[config.mk]
export PLATFORM = sky130hd
export DESIGN_NAME = udp_tx_sched
export DESIGN_NICKNAME = d
export VERILOG_FILES = /design/src/rtl/udp_tx_sched.sv
export SDC_FILE = /design/constraint.sdc
export NUM_CORES = 1
export LEC_CHECK = 0
export CORE_MARGIN = 3
export CORE_UTILIZATION = 25
export CTS_CLUSTER_SIZE = 30
export DETAILED_ROUTE_END_ITERATION = 12
export MAX_ROUTING_LAYER = met4
export PLACE_DENSITY = 0.55
export SLEW_MARGIN = 10
export SYNTH_ARGS = -nofsm -noshare
export SYNTH_HDL_FRONTEND = slang
export SYNTH_SLANG_ARGS = --single-unit
[constraint.sdc]
create_clock -name clk156 -period 8.68 [get_ports clk156]
set_input_delay 0.868 -clock clk156 [delete_from_list [all_inputs] [get_ports clk156]]
set_output_delay 0.868 -clock clk156 [all_outputs]
set_load 0.01 [all_outputs]
[src/rtl/udp_tx_sched.sv]
// Round-robin UDP transmit scheduler: arbitrates NREQ frame requesters, emits a UDP header
// and counts 8-byte payload beats until the frame completes.
module udp_tx_sched #(
  parameter int NREQ    = 4,
  parameter int MIN_LEN = 64,
  parameter int MAX_LEN = 1518
) (
  input  logic              clk156,
  input  logic              sys_rst,
  input  logic [NREQ-1:0]   req,
  input  logic [NREQ*16-1:0] req_frame_len,
  input  logic [NREQ*16-1:0] req_sport,
  input  logic [NREQ*16-1:0] req_dport,
  output logic [NREQ-1:0]   gnt,
  output logic [NREQ-1:0]   rej,
  output logic              hdr_valid,
  input  logic              hdr_ready,
  output logic [15:0]       hdr_source,
  output logic [15:0]       hdr_dest,
  output logic [15:0]       hdr_len,
  output logic [15:0]       hdr_check,
  input  logic              beat,
  output logic              body_last,
  output logic              busy,
  output logic [31:0]       frame_cnt,
  output logic [1:0]        dbg_state
);

  // Header handshake: a header transfers on a cycle where hdr_valid && hdr_ready;
  // hdr_valid never drops and the fields never change until that transfer happens.
  localparam int PW = (NREQ > 1) ? $clog2(NREQ) : 1;

  typedef enum logic [1:0] {IDLE = 2'd0, HDR = 2'd1, BODY = 2'd2} state_t;

  state_t          state, state_n;
  logic [PW-1:0]   rr_ptr, sel_idx, own_idx;
  logic            sel_found, in_range, arb_ok;
  logic [15:0]     sel_len, len_q, beats_left;
  logic [31:0]     cnt_q;
  logic [NREQ-1:0] sel_onehot;

  function automatic logic [PW-1:0] ptr_inc(input logic [PW-1:0] p);
    ptr_inc = (int'(p) == NREQ - 1) ? '0 : p + 1'b1;
  endfunction

  always_comb begin
    sel_found = 1'b0;
    sel_idx   = '0;
    for (int k = 0; k < NREQ; k++) begin
      if (!sel_found && req[(int'(rr_ptr) + k) % NREQ]) begin
        sel_found = 1'b1;
        sel_idx   = PW'((int'(rr_ptr) + k) % NREQ);
      end
    end
    sel_len    = req_frame_len[16*sel_idx +: 16];
    sel_onehot = {{(NREQ-1){1'b0}}, 1'b1} << sel_idx;
    in_range   = (sel_len >= 16'(MIN_LEN)) && (sel_len <= 16'(MAX_LEN));
    // A reject pulse cycle skips arbitration so a still-held rejected request is not hit twice.
    arb_ok     = (state == IDLE) && sel_found && (rej == '0);
  end

  always_comb begin
    state_n = state;
    case (state)
      IDLE:    if (arb_ok && in_range) state_n = HDR;
      HDR:     if (hdr_valid && hdr_ready) state_n = BODY;
      BODY:    if (beat && body_last) state_n = IDLE;
      default: state_n = IDLE;
    endcase
  end

  assign body_last = (state == BODY) && (beats_left == 16'd1);
  assign busy      = (state != IDLE);
  assign frame_cnt = cnt_q;
  assign dbg_state = state;

  always_ff @(posedge clk156) begin
    if (sys_rst) begin
      state      <= IDLE;
      gnt        <= '0;
      rej        <= '0;
      hdr_valid  <= 1'b0;
      hdr_source <= '0;
      hdr_dest   <= '0;
      hdr_len    <= '0;
      hdr_check  <= '0;
      beats_left <= '0;
      rr_ptr     <= '0;
      own_idx    <= '0;
      len_q      <= '0;
      cnt_q      <= '0;
    end else begin
      state <= state_n;
      rej   <= '0;
      case (state)
        IDLE: begin
          if (arb_ok) begin
            if (in_range) begin
              gnt        <= sel_onehot;
              hdr_valid  <= 1'b1;
              hdr_source <= req_sport[16*sel_idx +: 16];
              hdr_dest   <= req_dport[16*sel_idx +: 16];
              hdr_len    <= sel_len - 16'd38;
              hdr_check  <= 16'd0;
              own_idx    <= sel_idx;
              len_q      <= sel_len;
            end else begin
              rej    <= sel_onehot;
              rr_ptr <= ptr_inc(sel_idx);
            end
          end
        end
        HDR: begin
          if (hdr_ready) begin
            hdr_valid  <= 1'b0;
            // ceil((len - 46) / 8) == (len - 39) >> 3
            beats_left <= (len_q - 16'd39) >> 3;
          end
        end
        BODY: begin
          if (beat) begin
            beats_left <= beats_left - 16'd1;
            if (body_last) begin
              gnt    <= '0;
              rr_ptr <= ptr_inc(own_idx);
              cnt_q  <= cnt_q + 32'd1;
            end
          end
        end
        default: ;
      endcase
    end
  end

endmodule
==> flow_summary_export.csv, run 1 <==
group,metric,value,unit
place,place_congestion,0.849,
final_layout,final_core_util,0.382,
final_layout,drive_gt1_frac,0.0593,
final_layout,fin_cells,1631,
critical_path,critPathLaunchType,"input port",
critical_path,reg2reg_slack,4.06,ns
detailed_routing,postRouteAntennaNets,0,
critical_path,cp_max_fo,72,
detailed_routing,drc,0,
grt,antenna_found_initial,0,
timing,slew_viol_final,0,
yosys,ys_seq_area_frac,0.337,
grt,gr-total-overflow,0,
detailed_routing,vias,7581,
die,design.die.area,0.0321,mm²
yosys,ys.flop_type,"dfxtp_1",
critical_path,crit_path_max_incr_delay,0.62,ns
yosys,synth_top_area_share,0.337,
yosys,yosysWarnings,0,
yosys,async_flop_share,0,
detailed_routing,routedWlPerCell,15.8,µm
timing,fin_setup_tns,0,ns
clock_network,clkSlewWorstSetupHoldPaths,0.06,ns
yosys,synth_area_leader_cell,"dfxtp_1",
critical_path,critPathCaptureType,"flip-flop",
grt,grt_pass1_wl,40100,µm
place,portBuffers,292,
final_layout,fin_nets,1444,
clock_network,clk_latency,0.42,ns
critical_path,crit_required,9.02,ns
die,core_area,0.0291,mm²
yosys,ys_top_cells_by_area,"dfxtp_1, nand2_1, mux2i_1, nand3_1, nor2_1",
status,status,"completed",
yosys,synth_enable_flop_cells,0,
clock_network,cts_sinks,126,
clock_network,post-cts-setup-buffers,0,
clock_network,cts_buffers,17,
critical_path,cp_num_buf_inv,5,
clock_network,htreeDepth,4,
critical_path,crit_path_cell_trace,"clkdlybuf4s50_1, nand2_1, a311oi_1, or2_2, buf_4, inv_2, mux2i_1, mux2_2, inv_1, ha_1, nand2_1, o22ai_1, o41ai_1, a21o_1, a21o_2, buf_4, mux2i_1",
die,row_count,62,
power_and_ir_drop,leakagePower,0.00439,µW
yosys,syn_avg_cell_area,7.65,µm²
yosys,ys_seq_elements,126,
yosys,syn_area,0.00750,mm²
power_and_ir_drop,ir_drop,0.118,mV
detailed_routing,firstDrtPassIters,5,
job,maxCapViolations,0,
final_layout,nFillCells,3044,
power_and_ir_drop,pwr_density_cell,181,mW/mm²
detailed_routing,viasPerCell,4.65,
yosys,syn_inst,980,
yosys,yosysMostFrequentCell,"nand2_1",
clock_network,cts_root_buffer,"clkbuf_16",
power_and_ir_drop,clkPwrFrac,0.322,
die,chipWidth,179,µm
grt,grt_max_degree,104,
final_layout,diodes,0,
worst_hold_path,hold_class,"flip-flop to flip-flop",
place,pre_cts_ws,3.05,ns
place,hpwl,19000,µm
critical_path,criticalPathCategory,"input port to flip-flop",
timing,hold_violations,0,
grt,grt_pass1_vias,7528,
critical_path,cp_top_family,"buffers and inverters",
critical_path,crit_slowest_cell,"buf_4",
timing,min_period,5.12,ns
timing,fin_worst_skew,0.0109,ns
grt,track_usage,0.164,
timing,finalCritPeriodShare,0.590,
timing,whs,0.457,ns
power_and_ir_drop,p_sw,717,µW
timing,worst_pin_slew,1.03,ns
power_and_ir_drop,p_comb_frac,0.368,
power_and_ir_drop,pwr-share-seq,0.309,
clock_network,ctsHoldBuffers,0,
power_and_ir_drop,internal_power,1300,µW
timing,rsz0062_at_grt,"no",
clock_network,clockBufferDepth,2,
final_layout,syn2layout_area_growth,48.3,%
timing,worst_slack,3.56,ns
clock_network,cts_tree,"yes",
yosys,synth_cell_types,61,
timing,fmax,195,MHz
place,dpl.cell_count,1600,
detailed_routing,drtIter0Drc,347,
clock_network,cts-resized-gates,0,
die,dieHeight,179,µm
die,start_util,0.258,
timing,relSlewSlack,0.315,
yosys,netlist_top_cells_count,"nand2_1, dfxtp_1, nand3_1",
detailed_routing,wl,25800,µm
timing,setup_violations,0,
critical_path,arrival,5.46,ns
die,io-pin-count,309,
power_and_ir_drop,swShare,0.356,
## through the flow
step | power (µW) | area, µm²
finish | 2010 | 11100
global route | 2150 | 11100
CTS | 2050 | 11100
detailed placement | 1390 | 10600
global placement | 1390 | 10600
floorplan | 1130 | 7550
## logic make-up (layout without fill, tap and decap cells)
logic type      count (synthesis)  after routing  share of synthesized area
mux                            96             96                      0.131
compound gates                104            104                     0.0895
buf+inv                       101            353                     0.0681
simple gates                  504            504                      0.314
flops                         126            126                      0.337
xor+xnor                       39             39                     0.0456
other cells                     1             16                   0.000500
fa+ha+maj                       9              9                     0.0150
## final timing paths
path,start,end,cells past startpoint
worst max-delay path,req[0],hdr_dest[14],17
worst min-delay path,hdr_source[1],hdr_source[1],2
worst max register to register,rr_ptr[1],hdr_dest[14],15
worst min register to register,hdr_source[1],hdr_source[1],2
## power by group through the flow
| stage | clock network [µW] | logic, µW | registers, µW |
|---|---|---|---|
| 2_1_floorplan | 0 | 495 | 638 |
| 3_3_place_gp | 0 | 751 | 636 |
| 3_5_place_dp | 0 | 754 | 636 |
| 4_1_cts | 667 | 755 | 624 |
| 5_1_grt | 690 | 834 | 626 |
| 6_report | 649 | 742 | 623 |
## metal layers
layer / global-route usage / vias up / part of all wire / wire [µm]
met4: 0.0422 / 0 / 0.018 / 462
met2: 0.277 / 229 / 0.49 / 12700
met3: 0.0538 / 27 / 0.080 / 2060
met1: 0.188 / 3481 / 0.41 / 10600
li1: - / 3844 / - / -
met5: - / - / 0 / 0
## area by class of cell
class                      count  area (µm²)  area share
clock buffer                  18         439      0.0395
clock inverter                13        95.1     0.00855
inverter                      23        88.8     0.00799
timing repair buffer         299        2970       0.267
sequential                   126        2520       0.227
multi-input combinational    768        4520       0.407
tap                          384         480      0.0432
## flip-flops by register name, indices dropped and copies added, names as in the netlist
register and cells:
beats_left 16, hdr_valid 1, hdr_source 16, hdr_len 16, dbg_state 2, len_q 15
rr_ptr 2, hdr_dest 16, gnt 4, rej 4, frame_cnt 32, own_idx 2
## cells in the final DEF, fill, tap and decap left out, types with 7 or more instances in the layout
master           instances
clkdlybuf4s50_1        291
nand2_1                227
dfxtp_1                126
nand3_1                118
mux2i_1                 81
nor2_1                  59
a21oi_1                 28
o21ai_0                 27
xor2_1                  24
inv_1                   20
clkbuf_16               17
and3_1                  16
conb_1                  16
xnor2_1                 15
mux2_2                  14
nor3_1                  13
a211oi_1                13
nand2b_1                10
ha_1                     9
nor2b_1                  8
or3_1                    8
nand4_1                  8
and2_1                   8
buf_4                    7
## worst min-delay path, delay by kind of cell (launching register included)
| kind | cells | cell delay [ns] |
|---|---|---|
| flops | 1 | 0.31 |
| simple gates | 1 | 0.05 |
| mux | 1 | 0.05 |
Power figures use the tool's default switching activity.
==> inputs of run 2 (changes only) <==
==> constraint.sdc (replaced) <==
create_clock -name clk156 -period 5.2 [get_ports clk156]
set_input_delay 0.52 -clock clk156 [delete_from_list [all_inputs] [get_ports clk156]]
set_output_delay 0.52 -clock clk156 [all_outputs]
set_load 0.01 [all_outputs]
==> flow_summary_export.csv, run 2 (same netlist as run 1, synthesis figures left out) <==
group,metric,value,unit
critical_path,crit_required,5.53,ns
detailed_routing,viasPerCell,4.58,
grt,antenna_found_initial,1,
place,portBuffers,292,
die,start_util,0.258,
timing,fin_worst_skew,0.00994,ns
detailed_routing,routedWlPerCell,15.6,µm
timing,fin_setup_tns,0,ns
clock_network,cts-resized-gates,0,
detailed_routing,vias,7501,
final_layout,final_common_cell,"clkdlybuf4s50_1",
critical_path,cp_max_fo,35,
detailed_routing,firstDrtPassIters,5,
final_layout,design_area,0.0113,mm²
timing,rsz0062_at_grt,"no",
clock_network,cts_root_buffer,"clkbuf_16",
final_layout,drive_gt1_frac,0.0624,
timing,relSlewSlack,0.248,
detailed_routing,postRouteAntennaNets,0,
die,design.die.area,0.0321,mm²
clock_network,clk_latency,0.42,ns
timing,setup_violations,0,
timing,slew_viol_final,0,
job,maxCapViolations,0,
clock_network,htreeDepth,4,
die,dieHeight,179,µm
timing,fmax,250,MHz
status,status,"completed",
clock_network,post-cts-setup-buffers,0,
timing,finalCritPeriodShare,0.770,
clock_network,cts_sinks,126,
place,hpwl,19300,µm
die,chipWidth,179,µm
final_layout,fin_nets,1447,
clock_network,cts_tree,"yes",
timing,hold_violations,0,
critical_path,critPathLaunchType,"input port",
clock_network,clkSlewWorstSetupHoldPaths,0.06,ns
final_layout,syn2layout_area_growth,50.4,%
grt,track_usage,0.162,
die,row_count,62,
detailed_routing,drc,0,
timing,worst_pin_slew,1.13,ns
power_and_ir_drop,leakagePower,0.00447,µW
power_and_ir_drop,ir_drop,0.233,mV
critical_path,criticalPathCategory,"input port to flip-flop",
grt,grt_pass1_wl,39400,µm
power_and_ir_drop,pwr_density_cell,318,mW/mm²
clock_network,ctsHoldBuffers,0,
grt,gr-total-overflow,0,
critical_path,arrival,4.33,ns
die,io-pin-count,309,
grt,grt_max_degree,114,
final_layout,final_cell_mix,"clkdlybuf4s50_1, nand2_1, dfxtp_1, nand3_1, mux2i_1",
critical_path,critPathCaptureType,"flip-flop",
clock_network,clockBufferDepth,2,
place,place_congestion,0.828,
detailed_routing,drtIter0Drc,274,
worst_hold_path,hold_class,"input port to flip-flop",
die,core_area,0.0291,mm²
grt,grt_pass1_vias,7385,
place,post_dp_cell_area,0.0106,mm²
final_layout,largest_reg_flops,32,
timing,min_period,4.00,ns
detailed_routing,wl,25600,µm
clock_network,cts_buffers,17,
==> run 2: cell types whose count changed in the layout (fill, tap and decap cells not counted), sizes merged <==
cell / previous run / this run
bufinv: 0 / 4
clkinvlp: 6 / 2
buf: 8 / 11
clkbuf: 18 / 20
clkinv: 8 / 7
diode: 0 / 1
==> run 2: worst paths after layout <==
kind	start	depth (start not counted)	to	slack (ns)
max	req[2]	17	hdr_dest[7]	1.20
min	sys_rst	3	frame_cnt[10]	0.45
max reg2reg	rr_ptr[1]	13	hdr_dest[7]	1.31
min reg2reg	hdr_len[1]	2	hdr_len[1]	0.46
==> run 2: per-stage QoR <==
stage | util | setup slack [ns] | std cells | power, µW | hold slack, ns
2_1_floorplan | - | 2.01 | 995 | 1890 | 0.444
3_3_place_gp | 0.365 | 0.837 | 1603 | 2320 | 0.443
3_5_place_dp | 0.365 | 0.760 | 1603 | 2320 | 0.453
4_1_cts | 0.387 | 1.19 | 1635 | 3640 | 0.440
5_1_grt | 0.387 | 0.880 | 1636 | 3810 | 0.460
6_report | 0.387 | 1.20 | 1636 | 3580 | 0.446
==> run 2: critical path, stage by stage <==
cell	delay, ns
clkdlybuf4s50_1	0.55
nor2b_1	0.15
a311oi_1	0.05
or2_2	0.35
inv_2	0.27
mux2i_1	0.24
mux2_2	0.23
inv_1	0.07
ha_1	0.20
nand2_1	0.06
o22ai_1	0.08
o41ai_1	0.27
a21o_1	0.17
buf_4	0.17
a21o_2	0.37
buf_12	0.30
mux2i_1	0.25
==> run 2: area by class of cell <==
class	count	area (µm²)
tap	384	480
timing repair buffer	302	3010
clock buffer	20	467
clock inverter	12	184
multi-input combinational	768	4520
antenna	1	2.50
fill	2982	17800
inverter	23	88.8
sequential	126	2520
==> run 2: power breakdown <==
| part | leakage [µW] | total, µW | internal [µW] | switching (µW) |
|---|---|---|---|---|
| clock | 0.000313 | 1300 | 844 | 455 |
| sequential | 0.00102 | 1040 | 1010 | 35.9 |
| combinational | 0.00314 | 1240 | 543 | 696 |
| total | 0.00447 | 3580 | 2390 | 1190 |
==> run 2: per-layer routing <==
| layer | routed length [µm] | global-route usage | up-vias |
|---|---|---|---|
| met4 | 415 | 0.0399 | 0 |
| met5 | 0 | - | - |
| met2 | 12700 | 0.281 | 220 |
| met3 | 1970 | 0.0527 | 26 |
| li1 | - | - | 3845 |
| met1 | 10500 | 0.180 | 3410 |
